===== config.mk =====
export PLATFORM = sky130hd
export DESIGN_NAME = encoder_4x2_seq
export DESIGN_NICKNAME = d
export VERILOG_FILES = /design/src/rtl/enc4x2_pkg.sv /design/src/rtl/enc4x2_prio.sv /design/src/rtl/encoder_4x2_seq.sv
export SDC_FILE = /design/constraint.sdc
export NUM_CORES = 1
export LEC_CHECK = 0
export ABC_AREA = 1
export CAP_MARGIN = 10
export CORE_AREA = 2 2 39 41
export DETAILED_ROUTE_END_ITERATION = 8
export DIE_AREA = 0 0 41 43
export PLACE_DENSITY_LB_ADDON = 0.3
export RECOVER_POWER = 25
export SETUP_SLACK_MARGIN = 0.15
export SLEW_MARGIN = 25
export SYNTH_ARGS = -nofsm -noshare
export SYNTH_HDL_FRONTEND = slang
export SYNTH_SLANG_ARGS = --single-unit

===== constraint.sdc =====
create_clock -name clk -period 1.5 [get_ports clk]
set_clock_uncertainty 0.05 [all_clocks]
set_input_delay 0.225 -clock clk [delete_from_list [all_inputs] [get_ports clk]]
set_output_delay 0.225 -clock clk [all_outputs]
set_load 0.01 [all_outputs]

===== src/rtl/enc4x2_pkg.sv =====
// enc4x2_pkg: shared state type, widths and one-hot helper for the 4-to-2 sequential encoder
package enc4x2_pkg;
  localparam int LINES = 4;
  localparam int CODE_W = 2;
  typedef enum logic {IDLE, SERVE} state_t;
  function automatic logic is_one(input logic [LINES-1:0] v);
    return v != '0 && (v & (v - LINES'(1))) == '0;
  endfunction
endpackage


===== src/rtl/enc4x2_prio.sv =====
// enc4x2_prio: combinational priority pick of pend -> code and the one-hot mask of the picked line (mask=0 when pend=0)
module enc4x2_prio
  import enc4x2_pkg::*;
#(
  parameter bit PRIO_HIGH_FIRST = 1'b1
) (
  input  logic [LINES-1:0]  pend,
  output logic [CODE_W-1:0] code,
  output logic [LINES-1:0]  mask
);
  always_comb begin
    code = PRIO_HIGH_FIRST ? (pend[3] ? 2'd3 : pend[2] ? 2'd2 : pend[1] ? 2'd1 : 2'd0)
                           : (pend[0] ? 2'd0 : pend[1] ? 2'd1 : pend[2] ? 2'd2 : pend[3] ? 2'd3 : 2'd0);
    mask = pend & (LINES'(1) << code);
  end
endmodule


===== src/rtl/encoder_4x2_seq.sv =====
// encoder_4x2_seq: captures y_in via valid/ready, emits one {a_out,b_out} code per set line in priority order; ENC4X2_ZERO_FLAG_EN turns an all-zero vector into a single zero_out beat
module encoder_4x2_seq
  import enc4x2_pkg::*;
#(
  parameter bit PRIO_HIGH_FIRST = 1'b1
) (
  input  logic             clk,
  input  logic             rst,
  input  logic             in_valid,
  output logic             in_ready,
  input  logic [LINES-1:0] y_in,
  output logic             out_valid,
  input  logic             out_ready,
  output logic             a_out,
  output logic             b_out,
  output logic             last_out,
  output logic             zero_out
);
`ifdef ENC4X2_ZERO_FLAG_EN
  localparam bit ZF = 1'b1;
`else
  localparam bit ZF = 1'b0;
`endif
  state_t st;
  logic [LINES-1:0] pend, mask;
  logic [CODE_W-1:0] code;
  logic zflag, take, give;
  enc4x2_prio #(.PRIO_HIGH_FIRST(PRIO_HIGH_FIRST)) u_prio (.pend(pend), .code(code), .mask(mask));
  always_comb begin
    out_valid = st == SERVE;
    {a_out, b_out} = out_valid ? code : '0;
    last_out = out_valid & (zflag | is_one(pend));
    zero_out = zflag;
    give = out_valid & out_ready;
    in_ready = ~rst & (~out_valid | (out_ready & last_out));
    take = in_valid & in_ready;
  end
  always_ff @(posedge clk) begin
    if (rst) begin
      st <= IDLE;
      pend <= '0;
      zflag <= 1'b0;
    end else if (take) begin
      st <= (y_in != '0 || ZF) ? SERVE : IDLE;
      pend <= y_in;
      zflag <= ZF && y_in == '0;
    end else if (give) begin
      pend <= pend & ~mask;
      zflag <= 1'b0;
      if (last_out) st <= IDLE;
    end
  end
endmodule

==> Word-level counts from Yosys, hierarchy flattened <==
Cells that the tools add are included.
Widths: inputs -> output; s select.
{ "word_totals": {"output_inout_bits": 6, "inputBits": 8, "reg_bits": 5, "elab_cells": 33} }
{ "classes": {"bitwise": 12, "n_reduce_logical": 7, "muxes": 10, "n_shift": 1, "add_sub_neg": 1} }
{ "op_table": {"columns": ["cell", "n"], "rows": [
  ["$and 4x4->4", 3],
  ["$mux 4", 2],
  ["$reduce_bool 4->1", 2],
  ["$mux 2", 3],
  ["$and 1x1->1", 5],
  ["$mux 1", 5],
  ["$logic_not 4->1", 1],
  ["$not 4->4", 1],
  ["$reduce_bool 2->1", 2],
  ["$shl 1x2->4 const A", 1],
  ["$sub 4x1->4 const B", 1],
  ["$not 1->1", 2],
  ["$reduce_and 2->1", 1],
  ["$logic_and 1x1->1", 1],
  ["$or 1x1->1", 1]
]} }

==> Depth between registers and ports, before layout <==
{ "depth": {"ltp_word": 11, "mapped_depth": 10, "mapped_depth_nobuf": 10} }

==> Hierarchy <==
Synthesis repeated with hierarchy kept, for this count alone.
{ "hier_totals": {"hier_cells": 80, "area_unflattened_um2": 452.9} }
{ "modules_own_cells": {"columns": ["mod", "cells_each", "seq_area_each_um2", "area_per_inst_um2", "instances"], "rows": [
  ["encoder_4x2_seq", 69, 100.1, 401.6, 1],
  ["enc4x2_prio", 11, 0.0, 51.3, 1]
]} }

==> Worst setup path after synthesis <==
Ideal clock, no wire load.
{ "synth_timing": {"path_type": "register -> register", "from": "reg st (netlist: out_valid)", "to": "reg pend[3]", "slack_ns": 0.164, "t_required_ns": 1.380, "n_path_buf": 0, "path_stages_with_launch": 7, "setup_ns": 0.070, "period_less_slack_ns": 1.336, "arrival_ns": 1.216, "cell_sequence": "dfxtp_1 nand2_1 nor2_2 nand4_2 a21oi_1 nand3_1 a21oi_1"} }
{ "synth_via": {"elab_chain_len": 6, "elab_cells_between_ends": 9, "cone_classes": "mux (1); bitwise (7); reduce/logical (1)"} }
{ "synth_rtl": {"columns": ["element", "line_no", "source"], "rows": [
  ["from (decl)", "encoder_4x2_seq.sv:24", "state_t st;"],
  ["from (signal assigned)", "encoder_4x2_seq.sv:44", "st <= (y_in != '0 || ZF) ? SERVE : IDLE;"],
  ["$and 1x1->1", "encoder_4x2_seq.sv:32", "last_out = out_valid & (zflag | is_one(pend));"],
  ["$and 1x1->1", "encoder_4x2_seq.sv:35", "in_ready = ~rst & (~out_valid | (out_ready & last_out));"],
  ["$or 1x1->1 *", "encoder_4x2_seq.sv:35", null],
  ["$and 1x1->1 *", "encoder_4x2_seq.sv:35", null],
  ["named net in_ready", "encoder_4x2_seq.sv:10", "output logic in_ready,"],
  ["$and 1x1->1 *", "encoder_4x2_seq.sv:36", "take = in_valid & in_ready;"],
  ["$mux 4 / $reduce_bool 2->1 (equally long branches)", null, null],
  ["to (signal assigned)", "encoder_4x2_seq.sv:45", "pend <= y_in;"],
  ["to (signal assigned)", "encoder_4x2_seq.sv:48", "pend <= pend & ~mask;"],
  ["to (decl)", "encoder_4x2_seq.sv:25", "logic [LINES-1:0] pend, mask;"]
]} }
The timed path passes the listed nets; every way through them passes the cells marked *.
A chain may end at the register's enable or synchronous reset.

==> Final worst setup path <==
{ "layout_timing": {"from": "reg pend[3]", "to": "out in_ready"} }
{ "layout_via": {"elab_chain_len": 8, "elab_cells_between_ends": 9, "cone_classes": "add/sub (1); bitwise (5); reduce/logical (3)"} }
{ "layout_rtl": {"columns": ["element", "line_no", "source"], "rows": [
  ["$sub 4x1->4", "enc4x2_pkg.sv:7", "return v != '0 && (v & (v - LINES'(1))) == '0;"],
  ["$and 4x4->4", "enc4x2_pkg.sv:7", null],
  ["$logic_not 4->1", "enc4x2_pkg.sv:7", null],
  ["$logic_and 1x1->1 *", "enc4x2_pkg.sv:7", null],
  ["$and 1x1->1 *", "encoder_4x2_seq.sv:32", null],
  ["$and 1x1->1 *", "encoder_4x2_seq.sv:35", null],
  ["$or 1x1->1 *", "encoder_4x2_seq.sv:35", null],
  ["$and 1x1->1 *", "encoder_4x2_seq.sv:35", null],
  ["to (decl)", "encoder_4x2_seq.sv:10", null]
]} }
Mark *: on every way between the ends. The rest lies on a longest branch, timed or not.

==> key figures <==
Synthesis
  • Post-Syn Area: 377 um2
  • Multiplexer area fraction after synthesis: 0%
  • Syn avg cell area: 6.17 um2
  • Syn_nets: 69
  • Post-Synth XOR/XNOR Area: 0%
  • Post-synthesis cell type count: 16
  • Simple-gate share of the synthesized area: between 40% and 50%
  • Synth Area in Compound Gates: 12.3%
  • Syn Inst Count: 61
  • Register bit total from synthesis: 5
  • Main combinational cell family by area after synthesis: simple AND/OR/NAND/NOR gates
  • Sequential area share after synthesis: 26.6%
  • Yosys warnings: 0
  • Adder-Cell Fraction of Synth Area: 0%

Timing
  • Fin crit period: ~1.5 ns
  • Maximum clock frequency: 0.663 GHz
  • Max Transition Viols Final: 0
  • Setup_tns: -0.00889 ns
  • Hold Vio Cnt, Final: 0
  • Final cycle utilization of the critical path: 101%
  • Final setup fails: 1
  • RSZ-0062 raised after global routing: yes
  • Setup ws final: -0.00889 ns

Hold path
  • Hold depth: 2
  • Hold Path Class: flop to flop

Worst setup path
  • Crit-path slowest cell: dfxtp_4
  • Crit path top cell by count: nand2_4
  • CP Cell Sequence: nand2_4 -> nand2_4 -> nor2_4 -> nand4_4 -> a21oi_2 -> buf_2
  • WP data arrival: 1.23 ns
  • Worst setup path class: flop to primary output
  • Critical Path End Type: primary output
  • Largest stage delay on the critical path: 0.36 ns
  • CP Launch Type: flop
  • Req. time, crit path: 1.22 ns
  • Worst-path fanout max: 4
  • Reg2Reg Depth: 10

Status
  • Status: complete, but fails checks
  • Violated checks: setup timing

Pwr
  • Lkg Pwr: 0.350 nW
  • Maximum VDD drop: 0.000322 V
  • Pwr/cell area: 685 nW/um2

CTS
  • TritonCTS Buffers: 3
  • Root buf cell: clkbuf_4
  • Clk sinks: 5
  • Clock buffer depth: 2
  • Reg clk slew, reported paths: 0.04 ns
  • H-tree depth: 1
  • Worst skew pair latency: 0.24 ns
  • CTS tree: done

Route
  • Final ANT Viol Nets: 0
  • Routed vias: 507
  • Drt total wl: 1050 um
  • Residual DRC: 0
  • Iter 0 DRT Violations: 11
  • Via density: 4.74
  • DRT Pass-1 Iters: 4
  • Per-cell routed wire length: 9.83 um

Global routing
  • First-pass GRT wire length: 1770 um
  • Gr ovfl total: 0
  • Initial antenna violation count: 0
  • Pin count of the biggest net entering global routing: 8
  • Number of global-route vias before repair: 437
  • Total GRT Usage: 15.6%

Die
  • Die footprint: 1760 um2
  • Starting Density: about 27%
  • Die span in x: 41 um
  • Die Ht: roughly 43 um
  • Io pins: 14
  • Row cnt: 14
  • Core Box Area: between 1000 and 1500 um2

Run
  • Max cap viols: 0

Layout
  • Antenna cells: 0
  • Share of layout cells above drive strength 1: 50.5%
  • Area Growth Syn to Fin: 88.0%
  • Final net count: 100
  • Post-Layout Cell Count: 107

Placement
  • Post-Place Cells: 100
  • PortBufs: 12
  • GP Congestion: 0.768
  • Final HPWL DP: 773 um
## cells in the final DEF (no fill, tap or decap), drive strengths merged
master and n:
a21oi 6, and3 1, buf 18, clkbuf 4, clkdlybuf4s15 1, clkdlybuf4s50 7
conb 1, dfxtp 5, dlygate4sd2 1, inv 11, nand2 18, nand3 7
nand4 4, nor2 5, o211ai 1, o41ai 1
## layout make-up
type	count	area, um2
timing repair buffer	27	225
inverter	11	41.3
tap	16	20.0
sequential	5	109
multi-input combinational	44	287
clock buffer	4	26.3
fill	148	676
## repair_timing
item	in CTS	in global routing
cloned	0	0
hold endpoints to repair	0	0
buffers inserted	3	1
gates resized for setup	29	14
hold buffers	0	0
setup endpoints to repair	9	9
pin swaps	4	7
## final timing paths
kind | startpoint | slack [ns] | endpoint
setup / recovery | pend[3]$_SDFFE_PP0P_ | -0.009 | in_ready
hold / removal | pend[3]$_SDFFE_PP0P_ | 0.49 | pend[3]$_SDFFE_PP0P_
setup reg to reg | pend[3]$_SDFFE_PP0P_ | 0.08 | pend[1]$_SDFFE_PP0P_
hold reg to reg | pend[3]$_SDFFE_PP0P_ | 0.49 | pend[3]$_SDFFE_PP0P_
## flip-flops by register name (all words and copies together), names as in the netlist
name       count
out_valid      1
pend           4
## cell usage after synthesis
| cell type | n | area [um2] |
|---|---|---|
| nand2_1 | 17 | 63.8 |
| inv_1 | 11 | 41.3 |
| a21oi_1 | 6 | 30.0 |
| nand3_1 | 6 | 30.0 |
| dfxtp_1 | 5 | 100 |
| nor2_1 | 4 | 15.0 |
| nand4_1 | 3 | 18.8 |
| and3_2 | 1 | 7.51 |
| buf_4 | 1 | 7.51 |
| conb_1 | 1 | 3.75 |
| nand2_2 | 1 | 6.26 |
| nand3_4 | 1 | 17.5 |
| nand4_2 | 1 | 12.5 |
| nor2_2 | 1 | 6.26 |
| o211ai_1 | 1 | 7.51 |
| o41ai_1 | 1 | 8.76 |
## layer usage
metal  track usage, %  part of all wire, %  vias to the layer above
met5                0                    0                        -
met4             12.0                  3.2                        0
met3             1.57                  4.1                        4
met2             24.1                   55                       18
met1             18.4                   37                      227
li1                 -                    -                      258
## critical path, delay by kind of cell, from the launching register on
kind	cells	cell delay (ns)
simple gates	4	0.34
buf+inv	1	0.14
compound gates	1	0.15
flops	1	0.36
## cells by family (layout without fill, tap and decap cells)
group	after synthesis	in the layout
AND/OR/NAND/NOR	35	35
buffers and inverters	12	42
AO/OA/AOI/OAI	8	8
flip-flops	5	5
other	1	1
## through the flow
step	cell area, um2	hold WS [ns]	setup WS [ns]	power, mW	utilization [%]
final	708	0.489	-0.00889	0.485	51.2
after global routing	708	0.528	-0.0654	0.519	51.2
after CTS	667	0.466	-0.0403	0.477	48.2
after detailed placement	599	0.462	-0.370	0.302	43.3
after global placement	599	0.458	-0.362	0.300	43.3
after floorplan	377	0.244	0.164	0.220	-
## report_power, final
group	total [mW]	switching [mW]	internal (mW)
sequential	0.157	0.0128	0.144
clock	0.153	0.0525	0.100
combinational	0.175	0.0836	0.0918
(Power assumes the default switching activity.)
